## src/rtl/gray_code_pkg.sv

```systemverilog
// rtl/gray_code_pkg.sv - shared width constants and Gray encode/decode helper functions
package gray_code_pkg;

  localparam int GRAY_DEFAULT_BIT = 8;
  localparam int GRAY_MAX_BIT     = 64;

  // Helpers work on the widest bus; zero-extended narrower values give the same result.
  function automatic logic [GRAY_MAX_BIT-1:0] bin2gray(input logic [GRAY_MAX_BIT-1:0] b);
    return b ^ (b >> 1);
  endfunction

  function automatic logic [GRAY_MAX_BIT-1:0] gray2bin(input logic [GRAY_MAX_BIT-1:0] g);
    logic [GRAY_MAX_BIT-1:0] r;
    r[GRAY_MAX_BIT-1] = g[GRAY_MAX_BIT-1];
    for (int k = GRAY_MAX_BIT-2; k >= 0; k--) begin
      r[k] = r[k+1] ^ g[k];
    end
    return r;
  endfunction

endpackage

```

## src/rtl/gray_prefix_xor.sv

```systemverilog
// rtl/gray_prefix_xor.sv - combinational Gray-to-binary decoder (MSB-down prefix XOR)
module gray_prefix_xor
  import gray_code_pkg::*;
#(
  parameter int BIT = GRAY_DEFAULT_BIT
) (
  input  logic [BIT-1:0] i_gray,
  output logic [BIT-1:0] o_bin
);

  // Each bit is the XOR of itself and every more-significant Gray bit.
  for (genvar k = 0; k < BIT; k++) begin : g_bit
    assign o_bin[k] = ^(i_gray >> k);
  end

endmodule

```

## src/rtl/gray_code_converter.sv

```systemverilog
// rtl/gray_code_converter.sv - registered bidirectional Gray converter; GRAY_ADJ_CHECK_EN adds o_adj_err
module gray_code_converter
  import gray_code_pkg::*;
#(
  parameter int BIT = GRAY_DEFAULT_BIT
) (
  input  logic           i_clk,
  input  logic           i_rstn,
  input  logic           i_valid,
  input  logic [BIT-1:0] i_bin,
  input  logic [BIT-1:0] i_gray,
  output logic           o_valid,
  output logic [BIT-1:0] o_gray,
  output logic [BIT-1:0] o_bin
`ifdef GRAY_ADJ_CHECK_EN
  ,
  output logic           o_adj_err
`endif
);

  logic           r_valid;
  logic [BIT-1:0] r_gray;
  logic [BIT-1:0] r_bin;
  logic [BIT-1:0] w_gray;
  logic [BIT-1:0] w_bin;

  assign w_gray = BIT'(bin2gray(GRAY_MAX_BIT'(i_bin)));

  gray_prefix_xor #(.BIT(BIT)) u_dec (
    .i_gray (i_gray),
    .o_bin  (w_bin)
  );

  always_ff @(posedge i_clk or negedge i_rstn) begin
    if (!i_rstn) begin
      r_valid <= 1'b0;
      r_gray  <= '0;
      r_bin   <= '0;
    end else begin
      r_valid <= i_valid;
      if (i_valid) begin
        r_gray <= w_gray;
        r_bin  <= w_bin;
      end
    end
  end

  assign o_valid = r_valid;
  assign o_gray  = r_gray;
  assign o_bin   = r_bin;

`ifdef GRAY_ADJ_CHECK_EN
  logic [BIT-1:0] r_prev_gray;
  logic           r_have_hist;
  logic           r_adj_err;
  logic [BIT-1:0] w_diff;
  logic           w_multi;

  // More than one bit differs exactly when the difference is not zero or a power of two.
  assign w_diff  = i_gray ^ r_prev_gray;
  assign w_multi = |(w_diff & (w_diff - BIT'(1)));

  always_ff @(posedge i_clk or negedge i_rstn) begin
    if (!i_rstn) begin
      r_prev_gray <= '0;
      r_have_hist <= 1'b0;
      r_adj_err   <= 1'b0;
    end else if (i_valid) begin
      r_prev_gray <= i_gray;
      r_have_hist <= 1'b1;
      r_adj_err   <= r_have_hist & w_multi;
    end
  end

  assign o_adj_err = r_adj_err;
`endif

endmodule

```

## config.mk

```make
export PLATFORM = sky130hd
export DESIGN_NAME = gray_code_converter
export DESIGN_NICKNAME = d
export VERILOG_FILES = /design/src/rtl/gray_code_pkg.sv /design/src/rtl/gray_prefix_xor.sv /design/src/rtl/gray_code_converter.sv
export SDC_FILE = /design/constraint.sdc
export NUM_CORES = 1
export LEC_CHECK = 0
export BUFFER_PORTS_ARGS = -buffer_cell sky130_fd_sc_hd__buf_2
export CORE_MARGIN = 2
export CORE_UTILIZATION = 47
export DETAILED_ROUTE_END_ITERATION = 8
export PLACE_DENSITY = 0.81
export SLEW_MARGIN = 0
export SYNTH_ARGS = -nofsm -noshare
export SYNTH_HDL_FRONTEND = slang
export SYNTH_SLANG_ARGS = --single-unit
```

## constraint.sdc

```tcl
create_clock -name i_clk -period 1.66 [get_ports i_clk]
set_input_delay 0.166 -clock i_clk [delete_from_list [all_inputs] [get_ports i_clk]]
set_output_delay 0.166 -clock i_clk [all_outputs]
set_load 0.005 [all_outputs]
```

==> results.md, run 1 <==
- In this run the vertical extent of the chip is 44.3 um.
- The type of element launching the critical path is an input pin.
- The number of top-level pins is 36.
- The global-route wire length before repair is 2360 um.
- Setup repair after global routing left no endpoint under its margin.
- The flow ran to the end, and the final reports show no timing, DRC or antenna violations.
- The share of synthesized area in the top cell type comes to 0.556.
- Summed over all instances, the cell type with the most area after synthesis is dfrtp_1.
- At the end of routability-driven placement, the weighted congestion stood at 0.718.
- The critical path class is in2reg.
- The share of cells above drive strength 1 is 0.466.
- The post-synthesis sequential element count is 17.
- Clock tree synthesis selected as its root buffer the cell clkbuf_4.
- The remaining max-slew budget at the tightest pin is 0.750.
- The number of antenna violations at the first check in global routing is 0.
- The repair_antennas step left the layout with diodes totalling 0.
- Gates resized during post-CTS repair numbered 0.
- In this run, CTS created clock tree buffers numbering 3.
- Input and output buffers added on the ports amount to 35.
- The overall via count from detail_route is 577.
- The required time reported for the critical path endpoint is 1840 ps.
- The number of DRC violations after detailed routing is 0.
- For the pin with the worst max-slew slack, the measured transition is 375 ps.
- The initial utilization of the core area, before any placement, comes to 0.502.
- The setup clock skew after layout is 0 ps.
- The leakage power is 0.476 nW.
- In this run the cell area measured after placement is 963 um^2.
- The net count of the finished layout is 123.
- TritonCTS built the clock tree.
- The number of global-route vias before repair is 553.
- IR analysis of the VDD net gives a maximum drop of 0.575 mV.
- The detailed router finished its first iteration with 10 violations.
- The arrival time of the worst setup path is 1370 ps.
- Dividing the final minimum period by the clock period gives 0.716.
- Ranked by total cell area, the synthesized netlist is headed by dfrtp_1 (56%), xnor2_1 (16%), a21oi_1 (7.2%).
- Power comes to 1.02 mW.
- The maximum number of pins on one net before global-route repair is 19.
- The clock period minus final worst setup slack is 1190 ps.
- The first-pass detailed-route iteration total is 3.
- The clock-pin slew of the registers on the worst-case setup and hold paths is 90 ps.
- The die extent in x is 44.3 um.
- The filler cell count is 127.
- The worst setup path is captured at a register.
- Yosys printed 0 warnings.
- The final hold slack is 129 ps.
- The synthesized netlist net count is 83.
- The standard-cell row count is 14.
- The biggest fanout along the worst timing path is 3.
- After routing the design area is 1000 um^2.
- The overall global routing resource usage is 0.172.
- The maximum clock frequency is 0.841 GHz.
- The count of endpoints failing hold in the final timing report is 0.
- In this run, placement finished with an instance count of 114.
- CTS saw 17 sinks.
- The mean post-synth cell area is 11.9 um^2.
- The number of max-slew violations in the final report is 0.
- Setup violations remaining at the end of the flow were counted as 0.
- The clock passes through at most 2 buffers.
- The total global routing overflow is 0.
- The clock latency at the later pin of the worst-skew pair is 290 ps.
- The routed design has 1420 um of wire.
- The via density per instance is 4.85.
- Relative to the synthesized area, the layout overhead comes to 30.9%.
- After detailed routing, the average wire length per cell comes to 11.9 um.
- The path class of the tightest hold or removal check is in2reg.
- For this design the ratio of total power to cell area is 1020 nW/um^2.
- The placeable core region is 1520 um^2.
- The sequential area share after synthesis is 0.556.
- The distinct cell type count after synthesis is 11.
- The post-route antenna net violation count is 0.
- The count of H-tree levels built during CTS is 1.
- The tool flagged a number of max-cap violations equal to 0.
- The finished layout holds 119 standard cells, fillers aside.
- The synthesized instance count is 64.
- The total negative slack for setup checks is 0 ps.
- The area of the mapped netlist is 764 um^2.
- The die covers 1970 um^2.
-- cells in the mapped netlist --
cell type / instances
mux2_4: 1
a21oi_1: 11
xnor2_2: 1
clkbuf_1: 1
xor2_1: 1
nor2_1: 11
dfrtp_1: 17
mux2_2: 4
xnor2_1: 14
xnor3_2: 1
buf_1: 2
-- power by group --
part           leakage [nW]  switching (mW)  internal, mW
Sequential            0.193          0.0323         0.483
Combinational         0.265           0.122         0.163
Clock                0.0177           0.131        0.0897
-- worst paths after layout --
path,depth (start not counted),to,slack [ps],start
min in group asynchronous,2,o_bin[6],310,i_rstn
worst min register to register,1,o_bin[3],510,o_bin[3]
worst max-delay path,5,o_bin[1],470,i_gray[5]
max in group asynchronous,2,o_bin[2],1080,i_rstn
worst min-delay path,2,o_gray[7],130,i_bin[7]
worst max register to register,1,o_bin[1],900,o_bin[1]
-- final cells by class --
cell class | count | area [um^2] | share of cell area
tap | 16 | 20.0 | 0.0200
multi-input combinational | 44 | 328 | 0.327
timing repair buffer | 38 | 200 | 0.200
sequential | 17 | 425 | 0.425
clock inverter | 1 | 5.00 | 0.00500
clock buffer | 3 | 22.5 | 0.0225
-- timing repair --
action                    CTS  global route
hold endpoints to repair   17             0
hold buffers                1             0
setup buffers               0             0
-- sequential cells by signal (all words and copies together), names as in the netlist --
| signal | flops |
|---|---|
| o_gray | 8 |
| o_bin | 8 |
| o_valid | 1 |
-- stage by stage --
| stage | worst slack [ps] | util |
|---|---|---|
| after floorplan | 279 | - |
| after global placement | 180 | 0.632 |
| after detailed placement | 154 | 0.632 |
| after CTS | 477 | 0.657 |
| after global routing | 419 | 0.657 |
| final | 471 | 0.657 |
-- logic make-up after synthesis --
| group | count (synthesis) | share of synthesized area |
|---|---|---|
| xor+xnor | 17 | 0.224 |
| compound gates | 11 | 0.0720 |
| buf+inv | 3 | 0.0147 |
| simple gates | 11 | 0.0540 |
| mux | 5 | 0.0785 |
| flops | 17 | 0.556 |
-- critical path, cell delays in order --
cell	delay, ps
buf_2	120
xnor2_1	260
xnor3_2	430
xnor2_1	140
mux2_4	250
-- layer usage --
layer	vias up	wire, um	GRT usage
li1	287	-	-
met1	257	613	0.200
met2	28	661	0.285
met3	5	108	0.0408
met4	0	32	0.109
met5	-	0	0
-- cells in the final DEF, fill, tap and decap left out --
master         netlist  final
mux2_4               1      1
xnor2_1             14     14
dlygate4sd3_1        0      1
buf_2                0     35
buf_4                0      2
a21oi_1             11     11
clkbuf_4             0      3
xnor3_2              1      1
dfrtp_1             17     17
xnor2_2              1      1
mux2_2               4      4
nor2_1              11     11
xor2_1               1      1
clkinv_2             0      1
Note: power is estimated with default switching activity, not from simulation.
==> inputs of run 2 (changes only) <==
CORE_UTILIZATION = 40   (was 47)
PLACE_DENSITY = 0.73   (was 0.81)
clock period = 1 ns   (was 1.66 ns; I/O delays follow)
==> run 2 against run 1 <==
Compared with the run above: sequential power is 67% higher; count of clock-buffer cells in the layout is 1 higher; utilization is 0.29 points lower; design area increased by 15%; highest routed layer is now met3; largest power group unchanged; non-clock buffer count increased by 7; power grew 79%; the run now ends with negative setup slack left.
==> results.md, run 2 (synthesis results as in run 1) <==
- The signal on the critical path passes through buf_8 > xor2_2 > xnor3_2 > xnor2_2 > mux2_4.
- The number of global-route vias before repair is 600.
- The end of the worst register-to-register path is o_bin[1].
- The count of endpoints failing hold in the final timing report is 0.
- Dividing total power by cell area gives a power density of 1590 nW/um^2.
- The required time reported for the critical path endpoint is 1170 ps.
- The placeable core region is 1760 um^2.
- Across the routed clock network, the largest skew measured is 0 ps.
- The number of antenna violations at the first check in global routing is 0.
- The critical path is of the in2reg type.
- The worst hold path class is in2reg.
- The worst-path cell with the longest stage delay is xnor3_2.
- The clock tree from TritonCTS is built.
- Registers take 425 um^2.
- Along the worst path, the maximum fanout reaches 2.
- The maximum clock frequency is 0.957 GHz.
- In this run, the number of DRC markers left after iteration 0 of detailed routing was 1.
- The via density per instance is 4.64.
- The maximum cell stage delay along the critical path is 470 ps.
- The standard-cell row count is 15.
- The maximum number of pins on one net before global-route repair is 18.
- Across all layers, the routed design uses 627 vias.
- The initial standard-cell utilization of the core is 0.433.
- The antenna diode instance count is 0.
- In this run the most critical hold path is launched from i_gray[7].
- STA classifies the critical path startpoint as an input pin.
- The clock passes through at most 2 buffers.
- The worst-case IR drop observed on VDD is 0.919 mV.
- After detailed routing, the number of remaining DRC violations is 0.
- The number of buffers added on ports is 35.
- The tool flagged a number of max-cap violations equal to 0.
- The final reports fail on negative setup slack.
- From synthesis to final layout, the design area changed by 50.9%.
- After clock tree synthesis, the clock-pin slew on the worst setup and hold paths is 90 ps.
- In this run the remaining antenna-violating nets after routing total 0.
- After detailed routing, the average wire length per cell comes to 12.1 um.
- The setup slack on the worst flop-to-flop path is 230 ps.
- The flow ran to the end, but the final reports show violations.
- The total overflow left after global routing is 0.
- The terminating pin of the worst hold path is o_bin[7].
- The most common cell after layout, fill and taps aside is buf_2.
- The number of max-slew violations in the final report is 0.
- The routability congestion estimate is 0.738.
- The worst setup path is captured at a register.
- The cell sitting at the root of the clock tree is a clkbuf_4.
- Summing all multi-input logic gate instances after layout gives 392 um^2.
- Measured along the x axis, the die boundary spans 47.7 um.
- The overall global routing resource usage is 0.164.
- Summed over all cells, the static leakage comes to 0.543 nW.
- The count of H-tree levels built during CTS is 1.
- In the final design database the tool counted 130 nets.
- The post-route non-filler standard cell count is 135.
- Setup repair after global routing could not meet its margin everywhere.
- The depth of the worst register-to-register path is 1.
- After detailed placement, the total cell area comes to 1020 um^2.
- The startpoint identified for the worst register-to-register timing path is o_bin[1].
- The worst-margin pin slew is 381 ps.
- The height of the die is 47.7 um.
- Counting the buffers created by CTS gives 3.
- Headroom to the max-slew limit came out at 0.746.
- The cell depth of the worst hold path is 2.
- Counting tap cells, the placed design contains a total of 128 instances.
- The clock latency at the later pin of the worst-skew pair is 280 ps.
- The arrival time of the worst setup path is 1220 ps.
- The clock net in this run drives a total of 17 sinks.
- For this run, the detailed router's first-pass iteration total came to 3.
- The final setup violation count is 2.
- The die covers 2280 um^2.
- Leaving out fill and tap cells, the most frequent cells in the layout are buf_2 (32), dfrtp_1 (17), nor2_1 (11).
- Of the cells placed in the final design, the portion with a size suffix greater than 1 is 0.545.
- The final HPWL from detailed placement is 1150 um.
- With fillers left out, the area of the finished cells amounts to 1150 um^2.
- In the post-route analysis, the smallest setup slack over all paths is -44.6 ps.
- The final worst-path cycle share is 1.04.
- The filler cell count is 160.
- For the finished layout, the period the worst path requires is 1040 ps.
- Summing internal, switching and leakage power gives 1.83 mW.
- The global-route wire length before repair is 2540 um.
- The routed design has 1630 um of wire.
- The number of top-level pins is 36.
==> run 2: worst max-delay path, delay by kind of cell <==
| kind | cells | cell delay [ps] |
|---|---|---|
| xor+xnor | 3 | 770 |
| buf+inv | 1 | 100 |
| mux | 1 | 250 |
==> run 2: worst max path at each step <==
stage / from / to / slack (ps) / depth (start not counted)
3_5_place_dp: i_gray[2] / o_bin[1] / -380 / 5
3_3_place_gp: i_gray[2] / o_bin[1] / -310 / 5
5_1_grt: i_gray[3] / o_bin[0] / -40 / 6
2_1_floorplan: i_gray[3] / o_bin[1] / -190 / 4
4_1_cts: i_gray[7] / o_bin[1] / -50 / 5
6_report: i_gray[3] / o_bin[1] / -40 / 5
==> run 2: routing by layer <==
metal,up-vias,share of wire,GRT usage
met5,-,0,0
met4,0,0,0.0649
met3,0,0.067,0.0377
met2,27,0.49,0.272
met1,300,0.44,0.206
li1,300,-,-
==> run 2: what timing repair did <==
action,in CTS,in global routing
resized for setup,8,5
pin swaps,4,4
endpoints found under the setup margin,1,2
setup buffers,2,0
hold buffers,1,0
hold endpoints to repair,17,0
==> run 2: where the power goes <==
| group | internal (mW) | total, mW | switching [mW] |
|---|---|---|---|
| sequential | 0.803 | 0.862 | 0.0589 |
| combinational | 0.366 | 0.616 | 0.250 |
| clock | 0.155 | 0.352 | 0.198 |
| total | 1.32 | 1.83 | 0.507 |
==> run 2: area by class of cell <==
type,instances,share of cell area
flip-flops and latches,17,0.369
multi-input cells,44,0.339
repair buffers,45,0.242
well taps,25,0.0271
clock buffers,4,0.0228
==> run 2: through the flow <==
step	TNS (ps)	utilization	hold WS [ps]	setup WS (ps)
after global routing	-75.0	0.654	56.2	-37.9
after CTS	-85.9	0.635	60.5	-50.1
after global placement	-893	0.578	35.5	-314
after floorplan	-232	-	-196	-185
after detailed placement	-1020	0.578	42.9	-377
final	-75.8	0.654	69.5	-44.6
==> inputs of run 3 (changes only) <==
CORE_UTILIZATION = 47   (was 40)
PLACE_DENSITY = 0.81   (was 0.73)
clock period = 1.34 ns   (was 1 ns; I/O delays follow)
==> run 3 against run 2 <==
Compared with the run above: the run now ends clean; register-to-register slack better by 340 ps; largest cell class unchanged; combinational power down 42%; via count fell by 6.1%; setup slack improved by 260 ps; utilization is 1.7 points higher.
==> results.md, run 3 (synthesis results as in run 1) <==
- Static timing analysis puts the maximum clock frequency at 0.888 GHz.
- The number of buffers added on ports is 35.
- The biggest fanout along the worst timing path is 3.
- The setup path with the least slack is of type in2reg.
- The routability congestion estimate is 0.746.
- The type of element launching the critical path is an input pin.
- The number of antenna violations at the first check in global routing came to 0.
- The worst-case IR drop observed on VDD is 0.642 mV.
- The floorplan step defined a core boundary enclosing 1520 um^2.
- The required time reported for the critical path endpoint is 1510 ps.
- At the pin with the least slew margin, the transition time is 363 ps.
- The final HPWL from detailed placement is 1170 um.
- The worst hold path class is in2reg.
- After clock tree synthesis, the flow added hold-fix buffers numbering 1.
- In this run the top signal layer used is met4.
- The number of max-slew violations in the final report was 0.
- The worst register-to-register path begins at o_gray[7].
- The number of cells on the worst reg-to-reg path is 1.
- The maximum number of pins on one net before global-route repair is 18.
- The filler cell count is 132.
- The cell depth of the worst hold path is 2.
- The arrival time of the worst setup path is 1300 ps.
- The final layout contains routed wiring with a total length of 1470 um.
- The floorplan step set the die width to 44.3 um.
- The global-route wire length before repair is 2230 um.
- For this design, the sink count on the clock tree is 17.
- The routed wire length on met2 is 741 um.
- The library cell used as clock root buffer is clkbuf_4.
- The analysis attributes to cell leakage a power of 0.487 nW.
- For the final database, setup skew stands at 0 ps.
- The finished layout cell area is 1020 um^2.
- The count of endpoints failing hold in the final timing report is 0.
- The net count of the finished layout is 126.
- The critical path endpoint category is a register.
- Measured against its own limit, the worst slew margin works out to 0.758.
- The final hold slack is 127 ps.
- The number of global-route vias before repair was 511.
- After clock tree synthesis, the clock-pin slew on the worst setup and hold paths is 90 ps.
- The post-detailed-route wirelength per cell is 12.0 um.
- In this run, CTS created clock tree buffers numbering 3.
- The initial standard-cell utilization of the core is 0.502.
- For this block, the initial DRC count from the detailed router was 2.
- The startpoint of the worst hold path is i_bin[7].
- The overall via count from detail_route is 589.
- The endpoint identified for the worst register-to-register timing path is o_gray[7].
- TritonCTS built the clock tree.
- The first-pass detailed-route iteration total is 2.
- The library cell used most frequently in the layout, excluding fill and tap cells, is buf_2.
- No sink is reached through more buffers than the 2 on the longest clock path.
- Once detail routing completed, the nets flagged for antenna violations numbered 0.
- The routed wire length on met3 is 108 um.
- CTS built an H-tree with a depth of 1.
- Setup repair after global routing left no endpoint under its margin.
- In the layout the commonest cells are buf_2 (35), dfrtp_1 (17), xnor2_1 (14).
- The post-CTS repair timing setup buffer count is 0.
- The setup slack on the worst flop-to-flop path is 570 ps.
- The number of DRC violations after detailed routing is 0.
- The layout-stage area growth over the synthesis result is 33.7%.
- The final worst-path cycle share is 0.840.
- The die footprint is 1970 um^2.
- The standard-cell row count is 14.
- The die is 44.3 um tall.
- For the worst-skew pair, the clock arrives at the later sink with an insertion delay of 270 ps.
- In this run the power density over the cells is 1240 nW/um^2.
- Using the TritonRoute via totals, the vias-per-cell ratio works out to 4.83.
- The final setup violation count is 0.
- 36 I/O pins were placed.
- In the global route stage, overall resource usage came out at 0.162.
- In the final routing, the length of wire on met1 measures 612 um.
- Across the run, the number of max-cap violations was 0.
- The area of placed instances is 986 um^2.
- The run finished with clean final reports.
- Gates resized during post-CTS repair numbered 0.
- The antenna diode instance count is 0.
- The total global routing overflow is 0.
- The clock period could shrink to 1130 ps.
- The terminating pin of the worst hold path is o_gray[7].
- The share of cells above drive strength 1 is 0.472.
[run 3: per-layer routing]
layer | GRT usage | vias to the layer above
met5 | 0 | -
li1 | - | 295
met4 | 0.0727 | 0
met1 | 0.184 | 265
met2 | 0.291 | 27
met3 | 0.0327 | 2
[run 3: cell type report]
class,instances,area [um^2],share of cell area
Sequential cell,17,425,0.416
Multi-Input combinational cell,44,328,0.321
Tap cell,16,20.0,0.0196
Timing Repair Buffer,41,223,0.218
Clock buffer,4,26.3,0.0257
[run 3: how the worst max path moves through the flow]
stage,end,slack (ps),startpoint,cells after the start
after floorplan,o_bin[1],50,i_gray[5],4
after global placement,o_bin[1],-50,i_gray[5],5
after detailed placement,o_bin[1],-80,i_gray[5],5
after CTS,o_bin[1],220,i_gray[5],5
after global routing,o_bin[1],180,i_gray[5],5
final,o_bin[1],210,i_gray[5],5
[run 3: critical path, cell delays in order]
cell and delay [ps]:
buf_2 110, xnor2_1 240, xnor3_2 420, xnor2_1 140
mux2_4 250
[run 3: report_power, final]
part	switching (mW)	leakage (nW)	internal, mW	total [mW]
Combinational	0.152	0.280	0.209	0.360
Sequential	0.0440	0.193	0.599	0.643
Clock	0.145	0.0150	0.115	0.260
[run 3: through the flow]
stage                     setup slack, ps  utilization  instances  TNS [ps]  power (mW)
after CTS                             225        0.671        122         0        1.28
after detailed placement            -83.6        0.647        117     -83.6        1.02
after global placement              -54.3        0.647        117     -54.3        1.00
after global routing                  178        0.671        122         0        1.34
after floorplan                      45.6            -         64         0       0.841
final                                 214        0.671        122         0        1.26
